File: src/rtl/pipeline_hazard_ctrl_if.sv
// rtl/pipeline_hazard_ctrl_if.sv - hazard controller pipeline-side signal bundle
//
// Groups every hazard-controller signal except clk/rst.
//   master : pipeline side (drives ID/EX/MEM status and dmem_ack, receives controls)
//   slave  : hazard controller (receives status, drives controls, dmem_req, stall_cnt)
interface pipeline_hazard_ctrl_if #(
    parameter int REG_NUM_WIDTH = 5,
    parameter int CNT_WIDTH     = 32
);
    logic                     id_valid;
    logic [REG_NUM_WIDTH-1:0] id_rs;
    logic [REG_NUM_WIDTH-1:0] id_rt;
    logic                     id_use_rs;
    logic                     id_use_rt;
    logic                     ex_valid;
    logic                     ex_is_load;
    logic                     ex_rf_wr;
    logic [REG_NUM_WIDTH-1:0] ex_dst;
    logic                     ex_br_taken;
    logic                     mem_valid;
    logic                     mem_is_access;
    logic                     dmem_ack;
    logic                     dmem_req;
    logic                     pc_stall;
    logic                     if_id_stall;
    logic                     if_id_flush;
    logic                     id_ex_bubble;
    logic                     ex_mem_stall;
    logic                     mem_wb_bubble;
    logic                     mem_timeout_err;
    logic [CNT_WIDTH-1:0]     stall_cnt;

    modport master (
        output id_valid, id_rs, id_rt, id_use_rs, id_use_rt,
        output ex_valid, ex_is_load, ex_rf_wr, ex_dst, ex_br_taken,
        output mem_valid, mem_is_access, dmem_ack,
        input  dmem_req, pc_stall, if_id_stall, if_id_flush, id_ex_bubble,
        input  ex_mem_stall, mem_wb_bubble, mem_timeout_err, stall_cnt
    );

    modport slave (
        input  id_valid, id_rs, id_rt, id_use_rs, id_use_rt,
        input  ex_valid, ex_is_load, ex_rf_wr, ex_dst, ex_br_taken,
        input  mem_valid, mem_is_access, dmem_ack,
        output dmem_req, pc_stall, if_id_stall, if_id_flush, id_ex_bubble,
        output ex_mem_stall, mem_wb_bubble, mem_timeout_err, stall_cnt
    );
endinterface

File: src/rtl/pipeline_hazard_ctrl.sv
// rtl/pipeline_hazard_ctrl.sv - 5-stage pipeline stall/flush sequencer with dmem wait FSM
//
// Ports:
//   clk  : clock
//   rst  : asynchronous active-high reset
//   bus  : pipeline_hazard_ctrl_if.slave - ID register usage, EX load/branch status,
//          MEM access status and dmem handshake in; stall/bubble/flush controls,
//          dmem_req, sticky timeout flag and saturating stall counter out.
module pipeline_hazard_ctrl #(
    parameter int REG_NUM_WIDTH = 5,
    parameter int MEM_TIMEOUT   = 16,
    parameter int CNT_WIDTH     = 32
) (
    input  logic                    clk,
    input  logic                    rst,
    pipeline_hazard_ctrl_if.slave   bus
);
    localparam int WCW = $clog2(MEM_TIMEOUT + 1);
    localparam logic [WCW-1:0] TIMEOUT_V = WCW'(MEM_TIMEOUT);

    typedef enum logic [1:0] {
        ST_RUN      = 2'd0,
        ST_MEM_WAIT = 2'd1,
        ST_ERROR    = 2'd2
    } state_t;

    state_t               state_q, state_d;
    logic [WCW-1:0]       wait_cnt_q, wait_cnt_d;
    logic [CNT_WIDTH-1:0] stall_cnt_q, stall_cnt_d;

    logic [REG_NUM_WIDTH-1:0] id_rs, id_rt, ex_dst;
    logic access, lu, br;

    logic dmem_req, memstall, pc_stall, if_id_stall, if_id_flush;
    logic id_ex_bubble, ex_mem_stall, mem_wb_bubble, mem_timeout_err;

    assign id_rs  = bus.id_rs;
    assign id_rt  = bus.id_rt;
    assign ex_dst = bus.ex_dst;

    assign access = bus.mem_valid & bus.mem_is_access;
    assign br     = bus.ex_valid & bus.ex_br_taken;
    // Register 0 is hard-wired zero, so a load into it never creates a dependency.
    assign lu     = bus.id_valid & bus.ex_valid & bus.ex_is_load & bus.ex_rf_wr &
                    (ex_dst != '0) &
                    ((bus.id_use_rs & (id_rs == ex_dst)) | (bus.id_use_rt & (id_rt == ex_dst)));

    // State register
    always_ff @(posedge clk or posedge rst) begin
        if (rst) begin
            state_q     <= ST_RUN;
            wait_cnt_q  <= '0;
            stall_cnt_q <= '0;
        end else begin
            state_q     <= state_d;
            wait_cnt_q  <= wait_cnt_d;
            stall_cnt_q <= stall_cnt_d;
        end
    end

    // Next-state logic
    always_comb begin
        state_d     = state_q;
        wait_cnt_d  = wait_cnt_q;
        stall_cnt_d = stall_cnt_q;
        case (state_q)
            ST_RUN: begin
                if (access && !bus.dmem_ack) begin
                    state_d    = ST_MEM_WAIT;
                    wait_cnt_d = WCW'(1);
                end
            end
            ST_MEM_WAIT: begin
                // A vanished access is treated like an ack so the pipeline can't wedge.
                if (bus.dmem_ack || !access) begin
                    state_d    = ST_RUN;
                    wait_cnt_d = '0;
                end else if (wait_cnt_q == TIMEOUT_V) begin
                    state_d = ST_ERROR;
                end else begin
                    wait_cnt_d = wait_cnt_q + WCW'(1);
                end
            end
            ST_ERROR: state_d = ST_ERROR;
            default: begin
                state_d    = ST_RUN;
                wait_cnt_d = '0;
            end
        endcase
        if (pc_stall && (stall_cnt_q != '1)) begin
            stall_cnt_d = stall_cnt_q + CNT_WIDTH'(1);
        end
    end

    // Output logic; everything is gated by rst so outputs drop the instant reset asserts.
    always_comb begin
        dmem_req        = 1'b0;
        memstall        = 1'b0;
        pc_stall        = 1'b0;
        if_id_stall     = 1'b0;
        if_id_flush     = 1'b0;
        id_ex_bubble    = 1'b0;
        ex_mem_stall    = 1'b0;
        mem_wb_bubble   = 1'b0;
        mem_timeout_err = 1'b0;
        if (!rst) begin
            dmem_req        = access && (state_q != ST_ERROR);
            memstall        = dmem_req && !bus.dmem_ack;
            mem_timeout_err = (state_q == ST_ERROR);
            if (memstall || (state_q == ST_ERROR)) begin
                // EX is frozen: branch and load-use get re-evaluated after the stall.
                pc_stall      = 1'b1;
                if_id_stall   = 1'b1;
                ex_mem_stall  = 1'b1;
                mem_wb_bubble = 1'b1;
            end else if (br) begin
                // Consumer in ID is squashed, so a coincident load-use is moot.
                if_id_flush  = 1'b1;
                id_ex_bubble = 1'b1;
            end else if (lu) begin
                pc_stall     = 1'b1;
                if_id_stall  = 1'b1;
                id_ex_bubble = 1'b1;
            end
        end
    end

    assign bus.dmem_req        = dmem_req;
    assign bus.pc_stall        = pc_stall;
    assign bus.if_id_stall     = if_id_stall;
    assign bus.if_id_flush     = if_id_flush;
    assign bus.id_ex_bubble    = id_ex_bubble;
    assign bus.ex_mem_stall    = ex_mem_stall;
    assign bus.mem_wb_bubble   = mem_wb_bubble;
    assign bus.mem_timeout_err = mem_timeout_err;
    assign bus.stall_cnt       = rst ? '0 : stall_cnt_q;
endmodule

File: src/flat_wrapper.sv
// flat-port wrapper written by rule: the top's interface ports become plain ports
module pipeline_hazard_ctrl_flat 
#(
    parameter int REG_NUM_WIDTH = 5,
    parameter int MEM_TIMEOUT   = 16,
    parameter int CNT_WIDTH     = 32
)
  (clk, rst, bus_id_valid, bus_id_rs, bus_id_rt, bus_id_use_rs, bus_id_use_rt, bus_ex_valid, bus_ex_is_load, bus_ex_rf_wr, bus_ex_dst, bus_ex_br_taken, bus_mem_valid, bus_mem_is_access, bus_dmem_ack, bus_dmem_req, bus_pc_stall, bus_if_id_stall, bus_if_id_flush, bus_id_ex_bubble, bus_ex_mem_stall, bus_mem_wb_bubble, bus_mem_timeout_err, bus_stall_cnt);
  pipeline_hazard_ctrl_if #(.REG_NUM_WIDTH(REG_NUM_WIDTH), .CNT_WIDTH(CNT_WIDTH)) bus_i ();
  input  logic clk;
  input  logic rst;
  input wire logic [$bits(bus_i.id_valid)-1:0] bus_id_valid;
  input wire logic [$bits(bus_i.id_rs)-1:0] bus_id_rs;
  input wire logic [$bits(bus_i.id_rt)-1:0] bus_id_rt;
  input wire logic [$bits(bus_i.id_use_rs)-1:0] bus_id_use_rs;
  input wire logic [$bits(bus_i.id_use_rt)-1:0] bus_id_use_rt;
  input wire logic [$bits(bus_i.ex_valid)-1:0] bus_ex_valid;
  input wire logic [$bits(bus_i.ex_is_load)-1:0] bus_ex_is_load;
  input wire logic [$bits(bus_i.ex_rf_wr)-1:0] bus_ex_rf_wr;
  input wire logic [$bits(bus_i.ex_dst)-1:0] bus_ex_dst;
  input wire logic [$bits(bus_i.ex_br_taken)-1:0] bus_ex_br_taken;
  input wire logic [$bits(bus_i.mem_valid)-1:0] bus_mem_valid;
  input wire logic [$bits(bus_i.mem_is_access)-1:0] bus_mem_is_access;
  input wire logic [$bits(bus_i.dmem_ack)-1:0] bus_dmem_ack;
  output wire logic [$bits(bus_i.dmem_req)-1:0] bus_dmem_req;
  output wire logic [$bits(bus_i.pc_stall)-1:0] bus_pc_stall;
  output wire logic [$bits(bus_i.if_id_stall)-1:0] bus_if_id_stall;
  output wire logic [$bits(bus_i.if_id_flush)-1:0] bus_if_id_flush;
  output wire logic [$bits(bus_i.id_ex_bubble)-1:0] bus_id_ex_bubble;
  output wire logic [$bits(bus_i.ex_mem_stall)-1:0] bus_ex_mem_stall;
  output wire logic [$bits(bus_i.mem_wb_bubble)-1:0] bus_mem_wb_bubble;
  output wire logic [$bits(bus_i.mem_timeout_err)-1:0] bus_mem_timeout_err;
  output wire logic [$bits(bus_i.stall_cnt)-1:0] bus_stall_cnt;
  assign bus_i.id_valid = bus_id_valid;
  assign bus_i.id_rs = bus_id_rs;
  assign bus_i.id_rt = bus_id_rt;
  assign bus_i.id_use_rs = bus_id_use_rs;
  assign bus_i.id_use_rt = bus_id_use_rt;
  assign bus_i.ex_valid = bus_ex_valid;
  assign bus_i.ex_is_load = bus_ex_is_load;
  assign bus_i.ex_rf_wr = bus_ex_rf_wr;
  assign bus_i.ex_dst = bus_ex_dst;
  assign bus_i.ex_br_taken = bus_ex_br_taken;
  assign bus_i.mem_valid = bus_mem_valid;
  assign bus_i.mem_is_access = bus_mem_is_access;
  assign bus_i.dmem_ack = bus_dmem_ack;
  assign bus_dmem_req = bus_i.dmem_req;
  assign bus_pc_stall = bus_i.pc_stall;
  assign bus_if_id_stall = bus_i.if_id_stall;
  assign bus_if_id_flush = bus_i.if_id_flush;
  assign bus_id_ex_bubble = bus_i.id_ex_bubble;
  assign bus_ex_mem_stall = bus_i.ex_mem_stall;
  assign bus_mem_wb_bubble = bus_i.mem_wb_bubble;
  assign bus_mem_timeout_err = bus_i.mem_timeout_err;
  assign bus_stall_cnt = bus_i.stall_cnt;
  pipeline_hazard_ctrl #(.REG_NUM_WIDTH(REG_NUM_WIDTH), .MEM_TIMEOUT(MEM_TIMEOUT), .CNT_WIDTH(CNT_WIDTH)) u_core (.clk(clk), .rst(rst), .bus(bus_i));
endmodule
File: config.mk
export PLATFORM = sky130hd
export DESIGN_NAME = pipeline_hazard_ctrl_flat
export DESIGN_NICKNAME = d
export VERILOG_FILES = /design/src/rtl/pipeline_hazard_ctrl_if.sv /design/src/rtl/pipeline_hazard_ctrl.sv /design/src/flat_wrapper.sv
export SDC_FILE = /design/constraint.sdc
export NUM_CORES = 1
export LEC_CHECK = 0
export ABC_AREA = 1
export CAP_MARGIN = 20
export CORE_MARGIN = 5
export CORE_UTILIZATION = 43
export DETAILED_ROUTE_END_ITERATION = 8
export DONT_BUFFER_PORTS = 1
export GPL_TIMING_DRIVEN = 0
export MAX_ROUTING_LAYER = met4
export PLACE_DENSITY = 0.67
export RECOVER_POWER = 50
export SLEW_MARGIN = 0
export SYNTH_ARGS = -nofsm -noshare
export SYNTH_HDL_FRONTEND = slang
export SYNTH_SLANG_ARGS = --single-unit
File: constraint.sdc
create_clock -name clk -period 2.7 [get_ports clk]
set_clock_uncertainty 0.1 [all_clocks]
set_input_delay 0.54 -clock clk [delete_from_list [all_inputs] [get_ports clk]]
set_output_delay 0.54 -clock clk [all_outputs]
set_load 0.1 [all_outputs]
* After elaboration in Yosys (flattened, before gate mapping)
Cells that the tools add are included.
** Word-level totals
- Bits in registers :: 39
- Input port bits :: 27
- Output and inout bits :: 40
** Operators by class
- $add $sub $neg :: 2
- Eq/ne operators :: 10
- Multiplexer cells :: 23
- Bitwise gates (word level) :: 11
- Reductions and logical operators :: 12
** Operators with widths (count)
- 32-bit by 1-bit adder with 32-bit output, second input constant :: 1
- 32-bit two-way mux :: 1
- 32-bit inequality test, second input constant :: 1
- 5-bit two-way mux :: 3
- 5-bit case mux with 3 select lines :: 1
- 1-bit two-way mux :: 14
- 5-bit == test :: 2
- 1-bit AND :: 9
- 2-bit two-way mux :: 3
- 2-bit case mux with 3 select lines :: 1
- 5-bit by 1-bit adder with 5-bit output, second input constant :: 1
- 5-bit == test, second input constant :: 1
- 5-bit nonzero test :: 1
- 1-bit logical AND :: 4
- 3-bit by 1-bit inequality test with 1-bit output, second input constant :: 1
- 3-bit by 2-bit inequality test with 1-bit output, second input constant :: 1
- 3-bit AND reduction :: 1
- 2-bit by 1-bit == test with 1-bit output, second input constant :: 1
- 2-bit == test, second input constant :: 1
- 1-bit zero test :: 2
- 2-bit zero test :: 1
- 1-bit logical OR :: 2
- 2-bit by 1-bit inequality test with 1-bit output, second input constant :: 1
- 2-bit inequality test, second input constant :: 1
- other kinds (3) :: 3

* Depth between registers and ports, before layout
Gate-level depths: netlist of run 1.
- Depth in word-level cells :: 10
- Depth in mapped cells :: 13
- Depth with buffers taken out :: 11

* Least setup slack after synthesis of run 1
Ideal clock, no wire load.
- Path kind :: in2out
- Start point :: input bus_ex_dst[2]
- End point :: output bus_id_ex_bubble
- Arrival :: 3.128 ns
- Slack :: -1.068 ns
- Cell stages on the path :: 7
- Path through :: inv_1 -> nor2_1 -> nor2_1 -> nand3_1 -> nand2_1 -> nand2_1 -> a211oi_1
** Between the ends
- Longest elaborated chain between the ends :: 8
- Elaborated cells on any way between the ends :: 12
** RTL lines
- from (decl) :: line flat_wrapper.sv:20 : input wire logic [$bits(bus_i.ex_dst)-1:0] bus_ex_dst;
- 5-bit == test :: line pipeline_hazard_ctrl.sv:46 : ((bus.id_use_rs & (id_rs == ex_dst)) | (bus.id_use_rt & (id_rt == ex_dst)));
- 1-bit AND :: line pipeline_hazard_ctrl.sv:46
- 1-bit bitwise OR :: line pipeline_hazard_ctrl.sv:46
- 1-bit AND * :: line pipeline_hazard_ctrl.sv:45 : (ex_dst != '0) &
- 1-bit two-way mux * :: line pipeline_hazard_ctrl.sv:120 : end else if (lu) begin
- 1-bit two-way mux * :: line pipeline_hazard_ctrl.sv:116 : end else if (br) begin
- 1-bit two-way mux * :: line pipeline_hazard_ctrl.sv:110 : if (memstall || (state_q == ST_ERROR)) begin
- 1-bit two-way mux * :: line pipeline_hazard_ctrl.sv:106 : if (!rst) begin
- to (decl) :: line flat_wrapper.sv:29 : output wire logic [$bits(bus_i.id_ex_bubble)-1:0] bus_id_ex_bubble;
Every way passes the cells marked *; elsewhere a longest branch is shown, timed or not.

* Final worst setup path of run 1
- Start point :: register u_core.state_q[1]
- End point :: output bus_mem_wb_bubble
** Between the ends
- Longest elaborated chain between the ends :: 6
- Elaborated cells on any way between the ends :: 7
** RTL lines
- from (decl) :: line pipeline_hazard_ctrl.sv:27 : state_t state_q, state_d;
- from (signal assigned) :: line pipeline_hazard_ctrl.sv:55 : state_q <= state_d;
- 2-bit inequality test :: line pipeline_hazard_ctrl.sv:107 : dmem_req = access && (state_q != ST_ERROR);
- 1-bit logical AND :: line pipeline_hazard_ctrl.sv:107
- 1-bit logical AND :: line pipeline_hazard_ctrl.sv:108 : memstall = dmem_req && !bus.dmem_ack;
- 1-bit logical OR * :: line pipeline_hazard_ctrl.sv:110
- 1-bit two-way mux * (2 in series)
- to (decl) :: line flat_wrapper.sv:31 : output wire logic [$bits(bus_i.mem_wb_bubble)-1:0] bus_mem_wb_bubble;
Marked as above.

==> flow_summary.toml, run 1 <==
[status]
status = "finished clean"

[sta]
fin_crit_sh_pct = 96.5
fin_setup_tns_ns = 0
hold_viol = 0
timing.fmax_mhz = 384
max_slew.worst_pin.slew_ns = 1.10
finalMaxSlewViolations = 0
setup_viol = 0
relSlewSlack_pct = 26.9
fin_crit_ns = 2.61

[detailed_routing]
drc = 0
drtAntennaViolNets = 0
drt-total-wl_mm = 8.28
wl_per_cell_um = 13.6
drtIter0Drc = 224
first_pass_iters = 4
via_count = 3028
vias_per_cell = 4.96

[layout]
syn_to_final_growth_pct = 14.6
final_nets = 544
layoutNonFillerInstCount = 611
drive_gt1_share_pct = 12.8
n_antenna_cell = 0

[logic_synthesis]
yosys_warnings = 0
syn-cell-area_mm2 = 0.00303
seq_area_frac_synth_pct = 32.2
synthCells = 505
syn_nets = 535
yosysUniqueCellTypes = 25
synth_top_cell_area_share_pct = 32.2
ys_ff_latch = 39
avgSynthCellArea_um2 = 5.99
synth_area_leaders = "dfrtp_1 (32%), nand2_1 (23%), nor2_1 (10%)"
yosysTopAreaCell = "dfrtp_1"

[setup_path]
critPathLaunch = "u_core.state_q[1]"
worstSetupStartpointType = "flop"
crit_path_max_fanout = 3
slowest_stage = "clkinvlp_4"
crit_required_ns = 2.06
critPathArrivalTime_ns = 1.97
critical_path.max_stage_delay_ns = 0.45
worstReg2RegStart = "u_core.stall_cnt_q[0]"
path_cells = "inv_1 -> nor2_2 -> nor2_1 -> inv_2 -> nand2_4 -> clkinvlp_4 -> buf_12"
cp-end-kind = "primary output"
path_class = "flop to primary output"

[clock_tree]
clkSinkCount = 39
h-tree-depth = 2
clock_latency_ns = 0.31
cts-root-buf = "clkbuf_8"
numCtsBuffers = 5
path_clk_slew_ns = 0.08
cts_setup_buffers = 0
clockBufferDepth = 2
cts_tree = "yes"

[placement]
place_congestion = 0.965
numPortBuffers = 0
placed_cells_incl_taps = 601
place_hpwl_mm = 6.48

[power]
ir_drop_uv = 236
p_switching_mw = 0.588
pwr-share-seq_pct = 40.1
power_mw = 1.65
power_density_mw_per_mm2 = 476
combPwrFrac_pct = 23.7
leakagePower_nw = 1.67
p_clk_share_pct = 36.2
p_sw_share_pct = 35.6
p_int_mw = 1.06

[floorplanning]
fp.dieW_um = 93.9
num_rows = 30
coreArea_mm2 = 0.00683
start_util_pct = 44.3
die_height_um = 93.9
die-area_mm2 = 0.00882
ioPinCount = 67

[global_route]
grt_pass1_wl_mm = 14.0
grt_start_max_net_pins = 21
antenna_found_initial = 0
track_usage_pct = 20.5
grt_overflow = 0
grt_pass1_vias = 2903

[run]
cap_viol_max_count = 0

[hold_path]
hold_path_class = "input port to async pin"
## cell usage in the layout (no fill, tap or decap)
cell,instances
bufinv_16,2
a211oi_4,1
clkinvlp_4,3
nand2_4,2
nor3_4,2
clkbuf_1,3
buf_1,3
o21bai_1,1
dfrtp_1,39
a21oi_1,4
buf_2,3
ha_1,3
inv_1,68
and3_1,2
nand3_1,50
clkbuf_8,5
nor2_2,36
nand2_1,180
nand3_4,1
nor3_1,17
nand4_1,7
nor2_1,51
o31ai_1,1
o21ai_0,4
xor2_1,16
buf_12,3
clkinvlp_2,2
buf_6,3
nand2_2,2
inv_2,1
## cells in the mapped netlist
cell,number
nor2_2,2
nor2_4,1
nand3_4,1
o21bai_1,1
inv_1,71
xor2_1,16
dfrtp_1,39
o31ai_1,1
buf_4,2
ha_1,3
buf_6,2
nand4_1,6
nor3_1,19
and3_1,2
nor2_1,84
o21ai_0,4
nand2_1,183
nand2_2,1
a21oi_1,4
nand4_2,1
buf_2,6
nand3_1,50
clkbuf_1,2
buf_1,3
a211oi_1,1
## through the flow
stage / worst slack (ns) / util (%) / hold slack, ns / instance area [µm²]
floorplan: -0.261 / - / 0.362 / 3170
global placement: -0.595 / 48.2 / 0.381 / 3290
detailed placement: -0.632 / 48.6 / 0.393 / 3320
CTS: 0.0381 / 50.9 / 0.104 / 3470
global route: -0.0100 / 50.8 / 0.111 / 3470
finish: 0.0945 / 50.8 / 0.103 / 3470
## power by group through the flow
stage | Clock (mW) | Combinational [mW] | Sequential, mW
5_1_grt | 0.629 | 0.421 | 0.668
2_1_floorplan | 0 | 0.342 | 0.663
6_report | 0.598 | 0.392 | 0.662
3_3_place_gp | 0 | 0.381 | 0.672
3_5_place_dp | 0 | 0.389 | 0.673
4_1_cts | 0.607 | 0.393 | 0.662
## metal layers
layer | wire length, µm | share of wire [%] | GRT usage [%]
met5 | 0 | 0 | -
met3 | 399 | 4.8 | 3.53
met1 | 3800 | 46 | 26.7
met4 | 110 | 1.3 | 5.29
met2 | 3970 | 48 | 32.9
## worst paths after layout
| path | endpoint | slack (ns) | cells past startpoint |
|---|---|---|---|
| min in group clk | u_core.stall_cnt_q[7] | 0.42 | 2 |
| setup reg to reg | u_core.stall_cnt_q[18] | 0.31 | 11 |
| max in group asynchronous | u_core.stall_cnt_q[12] | 1.70 | 2 |
| hold / removal | u_core.state_q[1] | 0.10 | 2 |
| hold reg to reg | u_core.stall_cnt_q[7] | 0.42 | 2 |
| setup / recovery | bus_mem_wb_bubble | 0.09 | 7 |
## registers in the layout, summed over array words and instances (netlist names)
register            flops
u_core.stall_cnt_q     32
u_core.wait_cnt_q       5
u_core.state_q          2
## area by class of cell
class,count,area (µm²)
Clock buffer,5,68.8
Inverter,71,274
Fill cell,749,3360
Tap cell,96,120
Buffer,15,131
Multi-Input combinational cell,380,1820
Sequential cell,39,976
Clock inverter,3,67.6
Timing Repair inverter,2,10.0
## cell families after synthesis
group,synth area share (%)
compound gates,2.07
xor+xnor,4.63
fa+ha+maj,1.24
buf+inv,11.7
flops,32.2
simple gates,48.2
## critical path, delay by kind of cell (launching register included)
family | cells | cell delay [ns]
flops | 1 | 0.38
buf+inv | 4 | 0.97
simple gates | 3 | 0.30
## repair_timing
item / CTS / global route
endpoints found under the setup margin: 4 / 3
resized for setup: 2 / 4
pin swaps: 0 / 1
gates cloned: 2 / 0
hold buffers: 0 / 0
endpoints found under the hold margin: 0 / 0
(Power assumes the default switching activity.)
==> run 2, diff against run 1 <==
- CORE_ASPECT_RATIO: unset -> 1.5
- PLACE_DENSITY: 0.67 -> 0.69
==> run 2 against run 1 <==
Compared with the run above: setup slack got worse by 0.016 ns; die area rose by 0.39%; clock power fell by 26%; register-to-register slack got worse by 0.06 ns; sequential power is 0.6% lower; worst hold slack worse by 0.0014 ns; critical path depth decreased by 4; via count up 1.6%; fmax decreased by 0.60%; combinational power fell by 2%; critical endpoint is now bus_stall_cnt[28]; highest routed layer unchanged.
==> flow_summary.toml, run 2 (synthesized netlist as in run 1, its figures left out) <==
[sta]
fin_crit_ns = 2.62
fin_crit_sh_pct = 97.1
timing.fmax_mhz = 382
relSlewSlack_pct = 26.3
fin_setup_tns_ns = 0
finalMaxSlewViolations = 0
setup_viol = 0
rsz0062_at_grt = "false"
hold_viol = 0
max_slew.worst_pin.slew_ns = 1.10

[setup_path]
crit_required_ns = 2.06
rrSetupSlack_ns = 0.25
r2r-end = "u_core.stall_cnt_q[18]"
crit_buf_inv = 2
slowest_stage = "nor2_2"
critPathArrivalTime_ns = 1.98
ff2ff_path_depth = 11
crit_path_max_fanout = 12
cp-end-kind = "primary output"
critical_path.max_stage_delay_ns = 0.96
worstReg2RegStart = "u_core.stall_cnt_q[0]"
worstSetupStartpointType = "input port"
path_class = "input port to primary output"
path_delay_family = "simple AND/OR/NAND/NOR gates"
path_cells = "buf_12 -> buf_1 -> nor2_2"
cp_num_cells = 3

[clock_tree]
clkSinkCount = 39
cts_tree = "yes"
clockBufferDepth = 2
clock_latency_ns = 0.29
path_clk_slew_ns = 0.08
cts-root-buf = "clkbuf_8"
numCtsBuffers = 5
h-tree-depth = 2

[placement]
place_hpwl_mm = 6.70
place_congestion = 0.962
placed_cells_incl_taps = 583
postPlaceCellArea_mm2 = 0.00330
numPortBuffers = 0

[layout]
fin_area_mm2 = 0.00341
syn_to_final_growth_pct = 12.8
n_antenna_cell = 0
largest_reg_flops = 32
layoutNonFillerInstCount = 596
reg_top3 = "u_core.stall_cnt_q (32), u_core.wait_cnt_q (5), u_core.state_q (2)"
final_nets = 547
final_cell_mix = "nand2_1 (180), inv_1 (68), nand3_1 (51)"
layout_commonest_cell = "nand2_1"
post-route-util_pct = 49.8
regMostFlops = "u_core.stall_cnt_q"
drive_gt1_share_pct = 12.5

[detailed_routing]
drt-total-wl_mm = 8.65
via_count = 3077
first_pass_iters = 4
drc = 0
wl_per_cell_um = 14.5
vias_per_cell = 5.16
drtAntennaViolNets = 0
drtIter0Drc = 226

[global_route]
grt_pass1_wl_mm = 14.2
track_usage_pct = 20.6
grt_pass1_vias = 2959
antenna_found_initial = 0
grt_overflow = 0
grt_start_max_net_pins = 21

[power]
power_density_mw_per_mm2 = 436
ir_drop_uv = 261
power_mw = 1.49
leakagePower_nw = 1.66

[floorplanning]
ioPinCount = 67
num_rows = 37
fp.dieW_um = 78.5
start_util_pct = 44.2
die_height_um = 113
die-area_mm2 = 0.00885
coreArea_mm2 = 0.00685

[status]
status = "finished clean"

[run]
cap_viol_max_count = 0

[hold_path]
hold_path_class = "input port to async pin"
-- run 2: cell types whose count changed in the layout (fill, tap and decap cells not counted), moves of 2 or more --
cell / previous run / this run
clkbuf_8: 5 / 7
clkinvlp_4: 3 / 1
bufinv_16: 2 / 0
clkbuf_1: 3 / 7
-- run 2: routing by layer --
layer,GRT usage (%),vias up,part of all wire [%]
met5,-,-,0
met4,6.07,0,1.6
met2,35.2,76,51
li1,-,1567,-
met1,25.0,1421,43
met3,2.87,13,4.4
-- run 2: final cells by class --
| type | instances | area, µm² |
|---|---|---|
| Buffer | 15 | 131 |
| Clock buffer | 8 | 100 |
| Fill cell | 761 | 3440 |
| Inverter | 71 | 272 |
| Multi-Input combinational cell | 380 | 1820 |
| Sequential cell | 39 | 976 |
| Tap cell | 78 | 97.6 |
| Timing Repair Buffer | 3 | 11.3 |
| Timing Repair inverter | 2 | 10.0 |
-- run 2: worst max-delay path by stage --
stage	start	to	slack, ns
after detailed placement	rst	bus_mem_wb_bubble	-0.64
after global placement	rst	bus_mem_wb_bubble	-0.59
after CTS	rst	bus_mem_wb_bubble	0.03
final	rst	bus_stall_cnt[28]	0.08
after floorplan	rst	bus_mem_wb_bubble	-0.26
after global routing	bus_ex_dst[2]	bus_id_ex_bubble	0.02
-- run 2: power breakdown --
part           switching, mW  total [mW]  internal [mW]
Combinational          0.308       0.386         0.0780
Sequential            0.0425       0.658          0.616
Clock                  0.210       0.444          0.233
-- run 2: metrics by stage --
step | setup slack [ns] | hold WS (ns)
floorplan | -0.261 | 0.362
global placement | -0.591 | 0.378
detailed placement | -0.640 | 0.385
CTS | 0.0273 | 0.124
global route | 0.0179 | 0.103
finish | 0.0789 | 0.102
-- run 2: repair_timing --
item | in CTS | in global routing
pin swaps | 0 | 1
buffers inserted | 0 | 2
resized for setup | 2 | 4
setup endpoints to repair | 4 | 3
hold buffers | 0 | 0
cloned | 2 | 0
==> run 3, diff against run 2 <==
- PLACE_DENSITY: 0.69 -> 0.71
==> run 3 against run 2 <==
Compared with the run above: cell count stayed put; sequential share of layout area fell by 0.20 points; clock power rose by 18%; cell area grew 0.70%; die area unchanged; fmax up 0.24%; sequential power rose by 1%; critical endpoint is now bus_mem_wb_bubble; largest cell class unchanged; largest power group unchanged.
==> flow_summary.toml, run 3 (synthesized netlist as in run 1, its figures left out) <==
[floorplanning]
die-area_mm2 = 0.00885
start_util_pct = 44.2
die_height_um = 113
coreArea_mm2 = 0.00685
ioPinCount = 67
fp.dieW_um = 78.5
num_rows = 37

[layout]
largest_reg_flops = 32
final_cell_mix = "nand2_1 (180), inv_1 (68), nor2_1 (50), nand3_1 (50), dfrtp_1 (39)"
layout_commonest_cell = "nand2_1"
drive_gt1_share_pct = 12.9
syn_to_final_growth_pct = 13.6
reg_top3 = "u_core.stall_cnt_q (32), u_core.wait_cnt_q (5), u_core.state_q (2)"
regMostFlops = "u_core.stall_cnt_q"
post-route-util_pct = 50.2
final_nets = 547
nFillCells = 725
n_antenna_cell = 0

[setup_path]
worstReg2RegStart = "u_core.stall_cnt_q[0]"
rrSetupSlack_ns = 0.30
worstSetupStartpointType = "flop"
crit_path_max_fanout = 3
r2r-end = "u_core.stall_cnt_q[17]"
critical_path.max_stage_delay_ns = 0.44
critPathArrivalTime_ns = 1.97
critPathLaunch = "u_core.state_q[1]"
ff2ff_path_depth = 11
path_class = "flop to primary output"
path_cells = "inv_1 -> nor2_2 -> nor2_1 -> inv_2 -> nand2_4 -> clkinvlp_4 -> buf_12"
crit_required_ns = 2.06
cp-endpoint = "bus_mem_wb_bubble"
cp-end-kind = "primary output"
slowest_stage = "clkinvlp_4"

[clock_tree]
cts-root-buf = "clkbuf_8"
clockBufferDepth = 2
clock_latency_ns = 0.30
cts_hold_buf = 0
cts_tree = "yes"
numCtsBuffers = 5
path_clk_slew_ns = 0.09
h-tree-depth = 2
clkSinkCount = 39

[placement]
place_hpwl_mm = 6.77
place_congestion = 0.930
numPortBuffers = 0

[sta]
fin_crit_ns = 2.61
fin_crit_sh_pct = 96.8
timing.fmax_mhz = 382
finalMaxSlewViolations = 0
setup_viol = 0
rsz0062_at_grt = "false"
hold_viol = 0
fin_setup_tns_ns = 0
relSlewSlack_pct = 25.8
max_slew.worst_pin.slew_ns = 1.11

[detailed_routing]
first_pass_iters = 4
drt-total-wl_mm = 8.72
drtAntennaViolNets = 0
wl_per_cell_um = 14.6
via_count = 3119
drtIter0Drc = 207
vias_per_cell = 5.23
drc = 0

[power]
power_density_mw_per_mm2 = 460
leakagePower_nw = 1.67
ir_drop_uv = 223

[global_route]
grt_pass1_wl_mm = 14.4
track_usage_pct = 21.0
grt_pass1_vias = 3064
grt_start_max_net_pins = 21
grt_overflow = 0
antenna_found_initial = 0

[status]
status = "finished clean"

[run]
cap_viol_max_count = 0

[hold_path]
hold_path_class = "input port to async pin"
[run 3: area by class of cell]
type / count / area [µm²] / area share [%]
plain buffers: 15 / 125 / 3.64
inverters: 71 / 272 / 7.90
clock buffers: 6 / 82.6 / 2.40
flip-flops and latches: 39 / 976 / 28.4
well taps: 78 / 97.6 / 2.84
clock inverters: 2 / 35.0 / 1.02
repair inverters: 2 / 10.0 / 0.291
multi-input cells: 380 / 1830 / 53.2
repair buffers: 3 / 11.3 / 0.328
[run 3: through the flow]
stage / std cells / instance area, µm² / total power, mW / hold slack (ns) / setup slack [ns]
detailed placement: 583 / 3300 / 1.06 / 0.396 / -0.664
CTS: 593 / 3430 / 1.59 / 0.121 / 0.0268
global route: 596 / 3440 / 1.64 / 0.168 / 0.00336
global placement: 583 / 3270 / 1.05 / 0.381 / -0.628
finish: 596 / 3440 / 1.58 / 0.157 / 0.0852
floorplan: 505 / 3170 / 1.01 / 0.362 / -0.261
[run 3: metal layers]
metal | wire length (µm) | GRT usage [%] | vias up
li1 | - | - | 1569
met1 | 3550 | 24.2 | 1452
met2 | 4510 | 37.0 | 80
met3 | 463 | 3.50 | 18
met4 | 194 | 6.30 | 0
met5 | 0 | - | -
[run 3: timing repair]
| item | CTS | global route |
|---|---|---|
| endpoints found under the setup margin | 4 | 3 |
| pin swaps | 0 | 1 |
| cloned | 2 | 0 |
| setup buffers | 0 | 2 |
| gates resized for setup | 2 | 4 |
| endpoints found under the hold margin | 0 | 0 |
[run 3: critical path, delay by kind of cell, from the launching register on]
kind	cells	cell delay, ns
buf+inv	4	0.97
flops	1	0.39
simple gates	3	0.29
[run 3: power breakdown]
part | total (mW) | internal (mW) | switching, mW
clock | 0.524 | 0.299 | 0.225
sequential | 0.665 | 0.615 | 0.0495
combinational | 0.391 | 0.0790 | 0.312
total | 1.58 | 0.994 | 0.586
[run 3: worst min-delay path by stage]
stage	from	end	slack, ns	cells past startpoint
3_5_place_dp	u_core.stall_cnt_q[7]	u_core.stall_cnt_q[7]	0.40	2
6_report	rst	u_core.stall_cnt_q[23]	0.16	2
3_3_place_gp	u_core.stall_cnt_q[22]	u_core.stall_cnt_q[22]	0.38	2
5_1_grt	rst	u_core.stall_cnt_q[23]	0.17	2
2_1_floorplan	u_core.stall_cnt_q[22]	u_core.stall_cnt_q[22]	0.36	2
4_1_cts	rst	u_core.state_q[0]	0.12	2
